File: src/rtl/mem_port_arbiter.sv
// mem_port_arbiter
//   Shares one synchronous unified memory (1-cycle read latency) between the
//   multicycle CPU core and the host client port (program loader / debug).
//   Every access takes two cycles: a grant cycle, where the memory is strobed
//   with the winner's command, and a response cycle, where the winner gets
//   its one-cycle ready/ack pulse together with the read data.
//   The host wins simultaneous requests until it has taken HOST_MAX_STREAK
//   consecutive grants while the CPU was waiting. After that the CPU is
//   guaranteed the next slot.
//   cpu_clk_en stalls the core while its request is outstanding.
//   Optional build macro: ARB_STATS_EN adds the 32-bit grant and stall
//   counters stat_cpu_grants, stat_host_grants and stat_cpu_stall_cycles.
//
// Handshake (both client ports):
//   A client raises req together with we/addr/wdata. It holds req until it
//   sees its one-cycle ready/ack pulse. The memory captures wdata on the grant
//   cycle, so later changes to wdata have no effect. Read data is valid on the
//   ready/ack cycle and is held afterwards until the next read from that port.
//   A client may raise a new request on the cycle after ready/ack.
//   Dropping req before ready/ack is not supported.
//
// Debug: dbg_state shows the FSM state, with IDLE=0, CPU_RSP=1 and HOST_RSP=2.
//   dbg_streak shows the host streak counter.
module mem_port_arbiter #(
   parameter int ADDR_W          = 32,
   parameter int DATA_W          = 32,
   parameter int HOST_MAX_STREAK = 4
) (
   input  logic              clk,
   input  logic              rst,
   // CPU core port
   input  logic              cpu_req,
   input  logic              cpu_we,
   input  logic [ADDR_W-1:0] cpu_addr,
   input  logic [DATA_W-1:0] cpu_wdata,
   output logic [DATA_W-1:0] cpu_rdata,
   output logic              cpu_ready,
   output logic              cpu_clk_en,
   // host client port
   input  logic              host_req,
   input  logic              host_we,
   input  logic [ADDR_W-1:0] host_addr,
   input  logic [DATA_W-1:0] host_wdata,
   output logic [DATA_W-1:0] host_rdata,
   output logic              host_ack,
   // memory macro port
   output logic              mem_en,
   output logic              mem_we,
   output logic [ADDR_W-1:0] mem_addr,
   output logic [DATA_W-1:0] mem_wdata,
   input  logic [DATA_W-1:0] mem_rdata,
   // debug visibility
   output logic [1:0]        dbg_state,
   output logic [3:0]        dbg_streak
`ifdef ARB_STATS_EN
   ,
   output logic [31:0]       stat_cpu_grants,
   output logic [31:0]       stat_host_grants,
   output logic [31:0]       stat_cpu_stall_cycles
`endif
);

   typedef enum logic [1:0] {
      ST_IDLE     = 2'd0,
      ST_CPU_RSP  = 2'd1,
      ST_HOST_RSP = 2'd2
   } state_t;

   // HOST_MAX_STREAK is limited to 1..15, so a 4-bit counter always fits it.
   localparam logic [3:0] MAX_STREAK = 4'(HOST_MAX_STREAK);

   state_t            r_state;
   state_t            w_next_state;
   logic [3:0]        r_streak;
   logic              r_acc_rd;      // latched access in flight is a read
   logic [DATA_W-1:0] r_cpu_rdata;
   logic [DATA_W-1:0] r_host_rdata;

   logic              w_grant_cpu;
   logic              w_grant_host;
   logic              w_cpu_ready;
   logic              w_host_ack;
   logic              w_host_allowed;

   // The host may take the slot while under its streak limit or when the CPU
   // is not asking at all.
   assign w_host_allowed = (r_streak < MAX_STREAK) || !cpu_req;

   // Next state, same-cycle grant and memory command mux.
   // The outputs are forced to their reset values while rst is high.
   always_comb begin
      w_next_state = r_state;
      w_grant_cpu  = 1'b0;
      w_grant_host = 1'b0;
      w_cpu_ready  = 1'b0;
      w_host_ack   = 1'b0;
      mem_en       = 1'b0;
      mem_we       = 1'b0;
      mem_addr     = '0;
      mem_wdata    = '0;
      if (!rst) begin
         case (r_state)
            ST_IDLE: begin
               if (host_req && w_host_allowed) begin
                  w_grant_host = 1'b1;
                  mem_en       = 1'b1;
                  mem_we       = host_we;
                  mem_addr     = host_addr;
                  mem_wdata    = host_wdata;
                  w_next_state = ST_HOST_RSP;
               end else if (cpu_req) begin
                  w_grant_cpu  = 1'b1;
                  mem_en       = 1'b1;
                  mem_we       = cpu_we;
                  mem_addr     = cpu_addr;
                  mem_wdata    = cpu_wdata;
                  w_next_state = ST_CPU_RSP;
               end
            end
            ST_CPU_RSP: begin
               w_cpu_ready  = 1'b1;
               w_next_state = ST_IDLE;
            end
            ST_HOST_RSP: begin
               w_host_ack   = 1'b1;
               w_next_state = ST_IDLE;
            end
            default: begin
               w_next_state = ST_IDLE;
            end
         endcase
      end
   end

   // State register. An asynchronous reset abandons any access in flight.
   always_ff @(posedge clk or posedge rst) begin
      if (rst) r_state <= ST_IDLE;
      else     r_state <= w_next_state;
   end

   // Host streak counter.
   // It counts host grants taken while the CPU waits and saturates at the
   // limit. It clears on a CPU grant or whenever the CPU is idle in IDLE.
   always_ff @(posedge clk or posedge rst) begin
      if (rst) begin
         r_streak <= 4'd0;
      end else if (r_state == ST_IDLE) begin
         if (!cpu_req || w_grant_cpu)
            r_streak <= 4'd0;
         else if (w_grant_host && (r_streak != MAX_STREAK))
            r_streak <= r_streak + 4'd1;
      end
   end

   // Remember whether the granted access is a read so that only reads load
   // the response data registers.
   always_ff @(posedge clk or posedge rst) begin
      if (rst)
         r_acc_rd <= 1'b0;
      else if (w_grant_cpu || w_grant_host)
         r_acc_rd <= !mem_we;
   end

   // Read data holding registers. They load on the response cycle of a read.
   always_ff @(posedge clk or posedge rst) begin
      if (rst) begin
         r_cpu_rdata  <= '0;
         r_host_rdata <= '0;
      end else begin
         if (w_cpu_ready && r_acc_rd)  r_cpu_rdata  <= mem_rdata;
         if (w_host_ack && r_acc_rd)   r_host_rdata <= mem_rdata;
      end
   end

   // On a read response, the memory output passes straight through.
   // This lets the data arrive on the same cycle as ready/ack.
   assign cpu_rdata  = (w_cpu_ready && r_acc_rd) ? mem_rdata : r_cpu_rdata;
   assign host_rdata = (w_host_ack && r_acc_rd)  ? mem_rdata : r_host_rdata;
   assign cpu_ready  = w_cpu_ready;
   assign host_ack   = w_host_ack;

   // The core advances when it has no request or on its ready cycle.
   // Under reset it is left free-running.
   assign cpu_clk_en = rst || !cpu_req || w_cpu_ready;

   assign dbg_state  = r_state;
   assign dbg_streak = r_streak;

`ifdef ARB_STATS_EN
   logic [31:0] r_stat_cpu;
   logic [31:0] r_stat_host;
   logic [31:0] r_stat_stall;

   // Free-running, wrapping statistics.
   // The grant counters step on the grant cycle. The stall counter steps on
   // every cycle the core is held.
   always_ff @(posedge clk or posedge rst) begin
      if (rst) begin
         r_stat_cpu   <= 32'd0;
         r_stat_host  <= 32'd0;
         r_stat_stall <= 32'd0;
      end else begin
         if (w_grant_cpu)  r_stat_cpu   <= r_stat_cpu + 32'd1;
         if (w_grant_host) r_stat_host  <= r_stat_host + 32'd1;
         if (!cpu_clk_en)  r_stat_stall <= r_stat_stall + 32'd1;
      end
   end

   assign stat_cpu_grants       = r_stat_cpu;
   assign stat_host_grants      = r_stat_host;
   assign stat_cpu_stall_cycles = r_stat_stall;
`endif

endmodule

File: config.mk
export PLATFORM = sky130hd
export DESIGN_NAME = mem_port_arbiter
export DESIGN_NICKNAME = d
export VERILOG_FILES = /design/src/rtl/mem_port_arbiter.sv
export SDC_FILE = /design/constraint.sdc
export NUM_CORES = 1
export LEC_CHECK = 0
export BUFFER_PORTS_ARGS = -buffer_cell sky130_fd_sc_hd__buf_2
export CAP_MARGIN = 25
export CORE_AREA = 4 4 116 118
export DETAILED_ROUTE_END_ITERATION = 16
export DIE_AREA = 0 0 120 122
export GPL_ROUTABILITY_DRIVEN = 0
export HOLD_SLACK_MARGIN = 0.12
export PLACE_DENSITY = 0.72
export SLEW_MARGIN = 30
export SYNTH_ARGS = -nofsm -noshare
export SYNTH_HDL_FRONTEND = slang
export SYNTH_SLANG_ARGS = --single-unit
File: constraint.sdc
create_clock -name clk -period 5.56 [get_ports clk]
set_clock_uncertainty 0.2 [all_clocks]
set_input_delay 0.278 -clock clk [delete_from_list [all_inputs] [get_ports clk]]
set_output_delay 0.278 -clock clk [all_outputs]
set_load 0.03 [all_outputs]
After elaboration in Yosys (flattened, before gate mapping)
Cells that the tools add are included.
{ "word_totals": {"regBits": 71, "out_inout_bits": 139, "word_cells": 60} }
{ "classes": {"n_addsub": 1, "magnitude_cmp": 1, "eq_ne": 4, "mux": 33, "bitwise_logic": 1, "reduce_logical": 15} }
{ "op_table": {"columns": ["cell", "n"], "rows": [
  ["two-way mux 32 bit", 10],
  ["two-way mux 1 bit", 18],
  ["two-way mux 4 bit", 2],
  ["two-way mux 2 bit", 3],
  ["logical OR 1 bit", 5],
  ["adder 4 x 1 -> 4 bit (second input constant)", 1],
  ["logical AND 1 bit", 4],
  ["less-than comparator 4 x 3 -> 1 bit (second input constant)", 1],
  ["inequality test 4 x 3 -> 1 bit (second input constant)", 1],
  ["AND reduction 2 bit", 2],
  ["inequality test 3 bit (second input constant)", 1],
  ["== test 2 x 1 -> 1 bit (second input constant)", 1],
  ["== test 2 bit (second input constant)", 1],
  ["logical NOT 1 bit", 2],
  ["logical NOT 2 bit", 1],
  ["nonzero test 2 bit", 1],
  ["NOT 1 bit", 1]
]} }

Longest topological paths before layout
Gate-level depths: netlist of the first run.
{ "logic_depth": {"word_depth": 9, "mapped_depth": 6} }

Worst setup path before layout of the first run
Ideal clock, no wire load.
{ "synth_path": {"kind": "input to output", "from": "input rst", "to": "output cpu_clk_en", "arrival_ns": 2.646, "required_ns": 5.082, "slack_ns": 2.436, "path_stages": 3, "path_cell_list": "buf_4 > inv_1 > nand3_1"} }
{ "synth_between": {"elab_chain_cells": 2, "elab_cells_between_ends": 3, "classes_between": "mux (1); reduce/logical (2)"} }
{ "synth_lines": {"columns": ["element", "line", "rtl"], "rows": [
  ["start, declared", "30", "input logic rst,"],
  ["two-way mux 1 bit or logical OR 1 bit (tied branches)", "101, 184", null],
  ["logical OR 1 bit (*)", "184", "assign cpu_clk_en = rst || !cpu_req || w_cpu_ready;"],
  ["end, declared", "38", "output logic cpu_clk_en,"]
]} }
Every way passes the cells marked *; elsewhere a longest branch is shown, timed or not.

Worst setup path in the final report of the first run
{ "layout_path": {"from": "register r_streak[2] (netlist: dbg_streak[2])", "to": "output mem_wdata[12]"} }
{ "layout_between": {"elab_chain_cells": 6} }
{ "layout_lines": {"columns": ["element", "line", "rtl"], "rows": [
  ["start, declared", "74", "logic [3:0] r_streak;"],
  ["start signal, assigned", "151", "r_streak <= r_streak + 4'd1;"],
  ["less-than comparator 4 x 3 -> 1 bit", "87", "assign w_host_allowed = (r_streak < MAX_STREAK) || !cpu_req;"],
  ["logical OR 1 bit", "87", null],
  ["logical AND 1 bit", "104", "if (host_req && w_host_allowed) begin"],
  ["two-way mux 32 bit", "104", null],
  ["two-way mux 32 bit", "102", "case (r_state)"],
  ["two-way mux 32 bit", "101", "if (!rst) begin"],
  ["end, declared", "50", "output logic [DATA_W-1:0] mem_wdata,"]
]} }
Every way passes these cells.

==> results of run 1 <==
power by group through the flow:
| stage | combinational (uW) | clock (uW) | sequential [uW] |
|---|---|---|---|
| 2_1_floorplan | 989 | 0 | 808 |
| 3_3_place_gp | 1370 | 0 | 806 |
| 3_5_place_dp | 1390 | 0 | 824 |
| 4_1_cts | 1410 | 610 | 817 |
| 5_1_grt | 1490 | 630 | 844 |
| 6_report | 1410 | 593 | 823 |
through the flow:
stage / std cells / utilization / area (um2)
final: 954 / 0.528 / 6580
after floorplan: 474 / - / 4360
after detailed placement: 904 / 0.472 / 5890
after CTS: 953 / 0.525 / 6550
after global routing: 954 / 0.528 / 6580
after global placement: 904 / 0.472 / 5890
final cells by class:
type / instances / area (um2)
Tap cell: 172 / 215
Timing Repair Buffer: 345 / 1940
Clock buffer: 13 / 280
Clock inverter: 2 / 37.5
Sequential cell: 71 / 1780
Multi-Input combinational cell: 348 / 2320
Fill cell: 1175 / 5890
Inverter: 3 / 11.3
cells in the mapped netlist (all sizes together), types with 2 or more instances:
cell type / number / area share
dfrtp: 71 / 0.41
nand2: 66 / 0.057
mux2: 65 / 0.17
nand3: 65 / 0.075
a21o: 64 / 0.11
a21oi: 64 / 0.073
buf: 33 / 0.047
clkbuf: 19 / 0.016
and2: 4 / 0.0057
inv: 3 / 0.0026
nor2: 3 / 0.0026
a22o: 2 / 0.0040
a32o: 2 / 0.0046
ha: 2 / 0.0057
nor3b: 2 / 0.0072
o21ai: 2 / 0.0023
worst max path at each step:
stage	startpoint	endpoint	slack [ps]
final	dbg_streak[2]	mem_wdata[12]	2320
after global routing	dbg_streak[2]	mem_wdata[12]	2130
after CTS	dbg_streak[2]	mem_wdata[12]	2070
after detailed placement	dbg_streak[2]	mem_wdata[12]	2460
after global placement	cpu_req	mem_wdata[12]	2450
after floorplan	rst	cpu_clk_en	2440
worst max-delay path, delay by kind of cell (launching register included):
kind | cells | cell delay, ps
flip-flops | 1 | 420
buffers and inverters | 3 | 1130
AND/OR/NAND/NOR | 1 | 160
AO/OA/AOI/OAI | 2 | 660
flip-flops by register name, indices dropped and copies added (netlist names):
register and count:
dbg_state 2, dbg_streak 4, r_acc_rd 1, r_cpu_rdata 32
r_host_rdata 32
logic make-up after synthesis:
logic type      Yosys count
flops                    71
simple gates            145
compound gates          136
mux                      65
fa+ha+maj                 2
buf+inv                  55
per-layer routing:
layer / vias up / part of all wire / track usage
met5: - / 0 / 0
met4: 0 / 0.039 / 0.0995
met3: 41 / 0.092 / 0.0729
met2: 215 / 0.51 / 0.365
met1: 2167 / 0.36 / 0.224
li1: 2276 / - / -
==> Implementation_results.wiki, run 1 <==
{| class="wikitable"
! Metric !! Value
|-
| Internal power || 1610 uW
|-
| Avg WL per Cell || 17.0 um
|-
| Post-synth top flop || sky130_fd_sc_hd__dfrtp_1
|-
| Post-CTS setup buffer count || 0
|-
| Post-detailed-route count of antenna-violating nets || 0
|-
| Pleak || 0.00343 uW
|-
| Shortest clock period the worst path allows after layout || 3240 ps
|-
| Final worst hold slack || 196 ps
|-
| Antenna cells || 0
|-
| Run status || completed
|-
| Net switching component of the power || approximately 1200 uW
|-
| Data required time at the worst endpoint || 5080 ps
|-
| Max VDD drop || 0.167 mV
|-
| Number of flops mapped to enable cells by yosys || 0
|-
| Setup repair after global routing missed its margin || no
|-
| Pin count of the biggest net entering global routing || between 90 and 100
|-
| Area share of xor/xnor cells in the synthesized design || 0
|-
| Syn. warnings || 0
|-
| Clock slew seen by the registers of the worst setup and hold paths || approximately 50 ps
|-
| Measured slew at the worst slew-check pin || 859 ps
|-
| First-pass GRT wire length || 24000 um
|-
| Worst R2R End || r_cpu_rdata[2]
|-
| Net switching share of the total power || 0.429
|-
| Crit-path max cell delay || 660 ps
|-
| Synth Cell Area || 4360 um2
|-
| Sequential cell fraction of total power || 0.291
|-
| Die extent in x || between 100 and 150 um
|-
| Clock Sink Count || 71
|-
| Total of cells resized after clock tree synthesis || 0
|-
| Final hold viol count || 0
|-
| Port Buf Inserts || slightly above 300
|-
| Endpoints failing setup || 0
|-
| First-iteration detailed-routing DRC count || 260
|-
| Cell count after synthesis || 474
|-
| Total congestion overflow || 0
|-
| H-tree levels || 3
|-
| Peak Freq || 309 MHz
|-
| Endpoint of the worst hold path || r_acc_rd
|-
| GRT Util Overall || 0.208
|-
| Setup tns final || 0 ps
|-
| Syn_nets || 642
|-
| Die extent in y || 122 um
|-
| Share of flip-flops with an asynchronous set or reset || 1.00
|-
| Die Outline Area || 14600 um2
|-
| Largest fanout of any net on the critical path || 90
|-
| Number of antenna violations at the first check in global routing || 0
|-
| Fraction of power consumed by the clock network || 0.210
|-
| # nets final || ~950
|-
| Setup crit start kind || flip-flop
|-
| Core Rows || 41
|-
| Dominant combinational cell family by area after synthesis || compound AO/OA/AOI/OAI gates
|-
| Worst hold path depth || 4
|-
| Path type of the worst setup path || flip-flop to primary output
|-
| Pwr Total || 2830 uW
|-
| Total core area || 12500 um2
|-
| Mux cell area share after synthesis || 0.168
|-
| Final routed DRC violation total || 0
|-
| Final period util || 0.582
|-
| Arrival time at the worst endpoint || 2760 ps
|-
| Relative slew slack || 0.427
|-
| Maximum root-to-sink buffer count || 2
|-
| Initial Utilization || 0.350
|-
| Number of top-level pins || 305
|-
| Max-cap check violation count || 0
|-
| Class of the most critical hold timing path || input pin to flip-flop
|-
| Vias per Instance || 4.93
|-
| Number of global-route vias before repair || approximately 4600
|-
| Final Max Slew Viols || 0
|-
| Worst reg-to-reg setup slack || 3510 ps
|-
| Setup crit end kind || primary output
|-
| FF-to-FF Start || dbg_state[1]
|-
| Routed Wire Length || 16200 um
|-
| Later-pin clock latency in the skew report || about 320 ps
|-
| Routed vias || 4699
|-
| Number of hold buffers added after CTS || 34
|-
| Register bit count reported by yosys || 71
|-
| Origin of the worst min-delay path || host_we
|-
| HPWL reported at the end of detailed placement || about 12000 um
|-
| First-pass iteration count of the detailed router || 4
|-
| Ordered list of cells on the worst path || o21ai_4 > buf_16 > buf_4 > nand3_1 > a21oi_1 > buf_2
|-
| Cell with the biggest individual delay on the critical path || sky130_fd_sc_hd__buf_4
|-
| Most common cell after layout, fill and taps aside || sky130_fd_sc_hd__buf_2
|-
| PD cells || ~430 nW/um2
|-
| Fraction of layout instances using a drive strength above 1 || 0.500
|-
| CTS root buffer || sky130_fd_sc_hd__clkbuf_16
|-
| Number of buffers inserted during clock tree synthesis || 9
|-
| Layout-stage area growth over the synthesis result || 50.7%
|-
| Sequential element share of the synthesized area || 0.407
|-
| CTS tree || done
|-
| Part of the total power dissipated in combinational logic || 0.499
|-
| Setup WS post-layout || around 2300 ps
|-
| Adder and majority cell fraction of the synthesized area || 0.00573
|-
| Mean area per synthesized cell || 9.21 um2
|-
| Pre-CTS setup slack || approximately 2500 ps
|-
| R2R cell count || 4
|-
| Synth cell types || 29
|-
| Most frequent cells in the layout || 303 x sky130_fd_sc_hd__buf_2, 71 x sky130_fd_sc_hd__dfrtp_1, 66 x sky130_fd_sc_hd__nand2_1
|-
| Post-Synth Simple-Gate Area || 0.155
|-
| Area fraction in compound gates after synthesis || 0.198
|}
(Power assumes the default switching activity.)
==> run 2, diff against run 1 <==
--- a/config.mk
+++ b/config.mk
@@ -12,7 +12,7 @@
 export DIE_AREA = 0 0 120 122
 export GPL_ROUTABILITY_DRIVEN = 0
 export HOLD_SLACK_MARGIN = 0.12
-export PLACE_DENSITY = 0.72
+export PLACE_DENSITY = 0.75
 export SLEW_MARGIN = 30
 export SYNTH_ARGS = -nofsm -noshare
 export SYNTH_HDL_FRONTEND = slang
==> constraint.sdc (replaced) <==
create_clock -name clk -period 2.9 [get_ports clk]
set_clock_uncertainty 0.2 [all_clocks]
set_input_delay 0.145 -clock clk [delete_from_list [all_inputs] [get_ports clk]]
set_output_delay 0.145 -clock clk [all_outputs]
set_load 0.03 [all_outputs]
==> run 2 against run 1 <==
Net effect:
- utilization grew 0.21 points
- via count fell by 0.47%
- clock-buffer cell count is 3 lower
- worst hold slack better by 86 ps
- non-clock buffer count increased by 4
- critical endpoint is now host_rdata[17]
- largest cell class unchanged
- clock power grew 77%
==> Implementation_results.wiki, run 2 (synthesis results as in run 1) <==
{| class="wikitable"
! Metric !! Value
|-
| Worst hold path depth || 1 (-3)
|-
| Post-detailed-route count of antenna-violating nets || 0 (unchanged)
|-
| CTS root buffer || sky130_fd_sc_hd__clkbuf_16
|-
| Origin of the worst min-delay path || r_host_rdata[7]
|-
| Max VDD drop || 0.296 mV (+77%)
|-
| Avg WL per Cell || 16.4 um (-3.3%)
|-
| Fraction of layout instances using a drive strength above 1 || 0.500 (unchanged)
|-
| First-iteration detailed-routing DRC count || 262 (+0.77%)
|-
| Class of the most critical hold timing path || flip-flop to flip-flop
|-
| Pleak || 0.00344 uW (+0.37%)
|-
| Multi-input combinational cell area || 2310 um2 (-0.16%)
|-
| Most frequent cells in the layout || 303 x sky130_fd_sc_hd__buf_2, 71 x sky130_fd_sc_hd__dfrtp_1, 66 x sky130_fd_sc_hd__nand2_1
|-
| First-pass GRT wire length || 23200 um (-3.0%)
|-
| Filler cell count || 1171 (-0.34%)
|-
| Endpoints failing setup || 0 (unchanged)
|-
| Final hold viol count || 0 (unchanged)
|-
| Final Max Slew Viols || 0 (unchanged)
|-
| Path type of the worst setup path || input pin to primary output
|-
| FF-to-FF Start || dbg_streak[2]
|-
| Most common cell after layout, fill and taps aside || sky130_fd_sc_hd__buf_2
|-
| Shortest clock period the worst path allows after layout || 2540 ps
|-
| Number of top-level pins || 305 (unchanged)
|-
| Total non-filler cell area in the finished layout || 6610 um2 (+0.40%)
|-
| PD cells || 807 nW/um2 (+88%)
|-
| R2R cell count || 5 (+1)
|-
| Number of antenna violations at the first check in global routing || 0 (unchanged)
|-
| Final worst hold slack || 282 ps (+86.0 ps)
|-
| Die extent in y || 122 um (unchanged)
|-
| Critical path launch point || rst
|-
| Setup tns final || 0 ps (unchanged)
|-
| Layout-stage area growth over the synthesis result || 51.3%
|-
| CTS tree || done
|-
| Relative slew slack || 0.559 (+0.132)
|-
| Die extent in x || 120 um (unchanged)
|-
| Later-pin clock latency in the skew report || 320 ps (about the same)
|-
| Post-Place Cell Area || 5970 um2 (+1.3%)
|-
| Number of global-route vias before repair || 4416 (-3.3%)
|-
| Setup repair after global routing missed its margin || no
|-
| Largest fanout of any net on the critical path || 32 (-64%)
|-
| Pin count of the biggest net entering global routing || 87 (-4.4%)
|-
| Initial Utilization || 0.350 (unchanged)
|-
| Routed vias || 4677 (-0.47%)
|-
| Data required time at the worst endpoint || 2560 ps (-2520 ps)
|-
| Total core area || 12500 um2 (unchanged)
|-
| First-pass iteration count of the detailed router || 4 (unchanged)
|-
| Total congestion overflow || 0 (unchanged)
|-
| Port Buf Inserts || 304 (unchanged)
|-
| Final period util || 0.876
|-
| Clock Sink Count || 71 (unchanged)
|-
| Setup crit start kind || input pin
|-
| Sequential Area || 1780 um2 (unchanged)
|-
| Core Rows || 41 (unchanged)
|-
| Die Outline Area || 14600 um2 (unchanged)
|-
| Routed Wire Length || 15700 um (-2.8%)
|-
| Peak Freq || 394 MHz
|-
| Setup crit end kind || primary output
|-
| Measured slew at the worst slew-check pin || 662 ps (-198 ps)
|-
| Antenna cells || 0 (unchanged)
|-
| Clock slew seen by the registers of the worst setup and hold paths || 50 ps (about the same)
|-
| Run status || completed
|-
| H-tree levels || 3 (unchanged)
|-
| Maximum root-to-sink buffer count || 2 (unchanged)
|-
| Arrival time at the worst endpoint || 2190 ps (-570 ps)
|-
| Max-cap check violation count || 0 (unchanged)
|-
| Vias per Instance || 4.88 (-0.88%)
|-
| # nets final || 950 (+0.42%)
|-
| Final routed DRC violation total || 0 (unchanged)
|-
| HPWL reported at the end of detailed placement || 11800 um (+1.5%)
|-
| Number of buffers inserted during clock tree synthesis || 9 (unchanged)
|-
| GRT Util Overall || 0.199 (-0.00844)
|}
-- run 2: cell count changes in the layout (fill, tap and decap cells not counted), sizes merged --
cell | previous run | this run
clkinv | 0 | 3
dlygate4sd3 | 34 | 35
clkbuf | 13 | 10
buf | 311 | 314
-- run 2: worst paths after layout --
check / endpoint / slack, ps
max in group asynchronous: r_host_rdata[12] / 1490
hold / removal: r_host_rdata[7] / 280
setup reg to reg: r_acc_rd / 750
hold reg to reg: r_host_rdata[7] / 280
min in group asynchronous: r_acc_rd / 350
setup / recovery: host_rdata[17] / 360
-- run 2: repair_timing --
item                                   CTS  global route
hold buffers                            35             0
buffers inserted                         0             0
endpoints found under the hold margin   93             0
resized for setup                        0             0
-- run 2: area by class of cell --
class                      instances  share of cell area
clock buffer                      10              0.0347
timing repair buffer             349               0.303
inverter                           3             0.00170
clock inverter                     5             0.00909
sequential                        71               0.269
tap                              172              0.0326
multi-input combinational        348               0.350
-- run 2: per-layer routing --
layer | vias to the layer above | wire (um) | global-route usage | part of all wire
met1 | 2170 | 5620 | 0.212 | 0.36
met4 | 0 | 451 | 0.0830 | 0.029
li1 | 2284 | - | - | -
met3 | 28 | 1400 | 0.0659 | 0.089
met5 | - | 0 | 0 | 0
met2 | 195 | 8240 | 0.362 | 0.52
-- run 2: stage by stage --
stage / util / setup slack, ps / std cells / power [uW]
5_1_grt: 0.530 / 257 / 958 / 5600
3_3_place_gp: 0.479 / 733 / 908 / 4180
6_report: 0.530 / 361 / 958 / 5330
4_1_cts: 0.530 / 339 / 958 / 5370
2_1_floorplan: - / 41.7 / 474 / 3440
3_5_place_dp: 0.479 / 735 / 908 / 4260
-- run 2: worst max-delay path, cell delays in order --
cell and delay [ps]:
sky130_fd_sc_hd__dlygate4sd3_1 530, sky130_fd_sc_hd__buf_2 190, sky130_fd_sc_hd__nor3b_2 180, sky130_fd_sc_hd__and2_1 140, sky130_fd_sc_hd__buf_4 370, sky130_fd_sc_hd__mux2_1 410
sky130_fd_sc_hd__buf_2 190
-- run 2: power breakdown --
| part | switching [uW] | total (uW) | internal [uW] | leakage (uW) |
|---|---|---|---|---|
| Sequential | 132 | 1580 | 1450 | 0.000863 |
| Clock | 388 | 1050 | 661 | 0.000139 |
| Combinational | 1800 | 2700 | 900 | 0.00244 |
| Total | 2320 | 5330 | 3010 | 0.00344 |
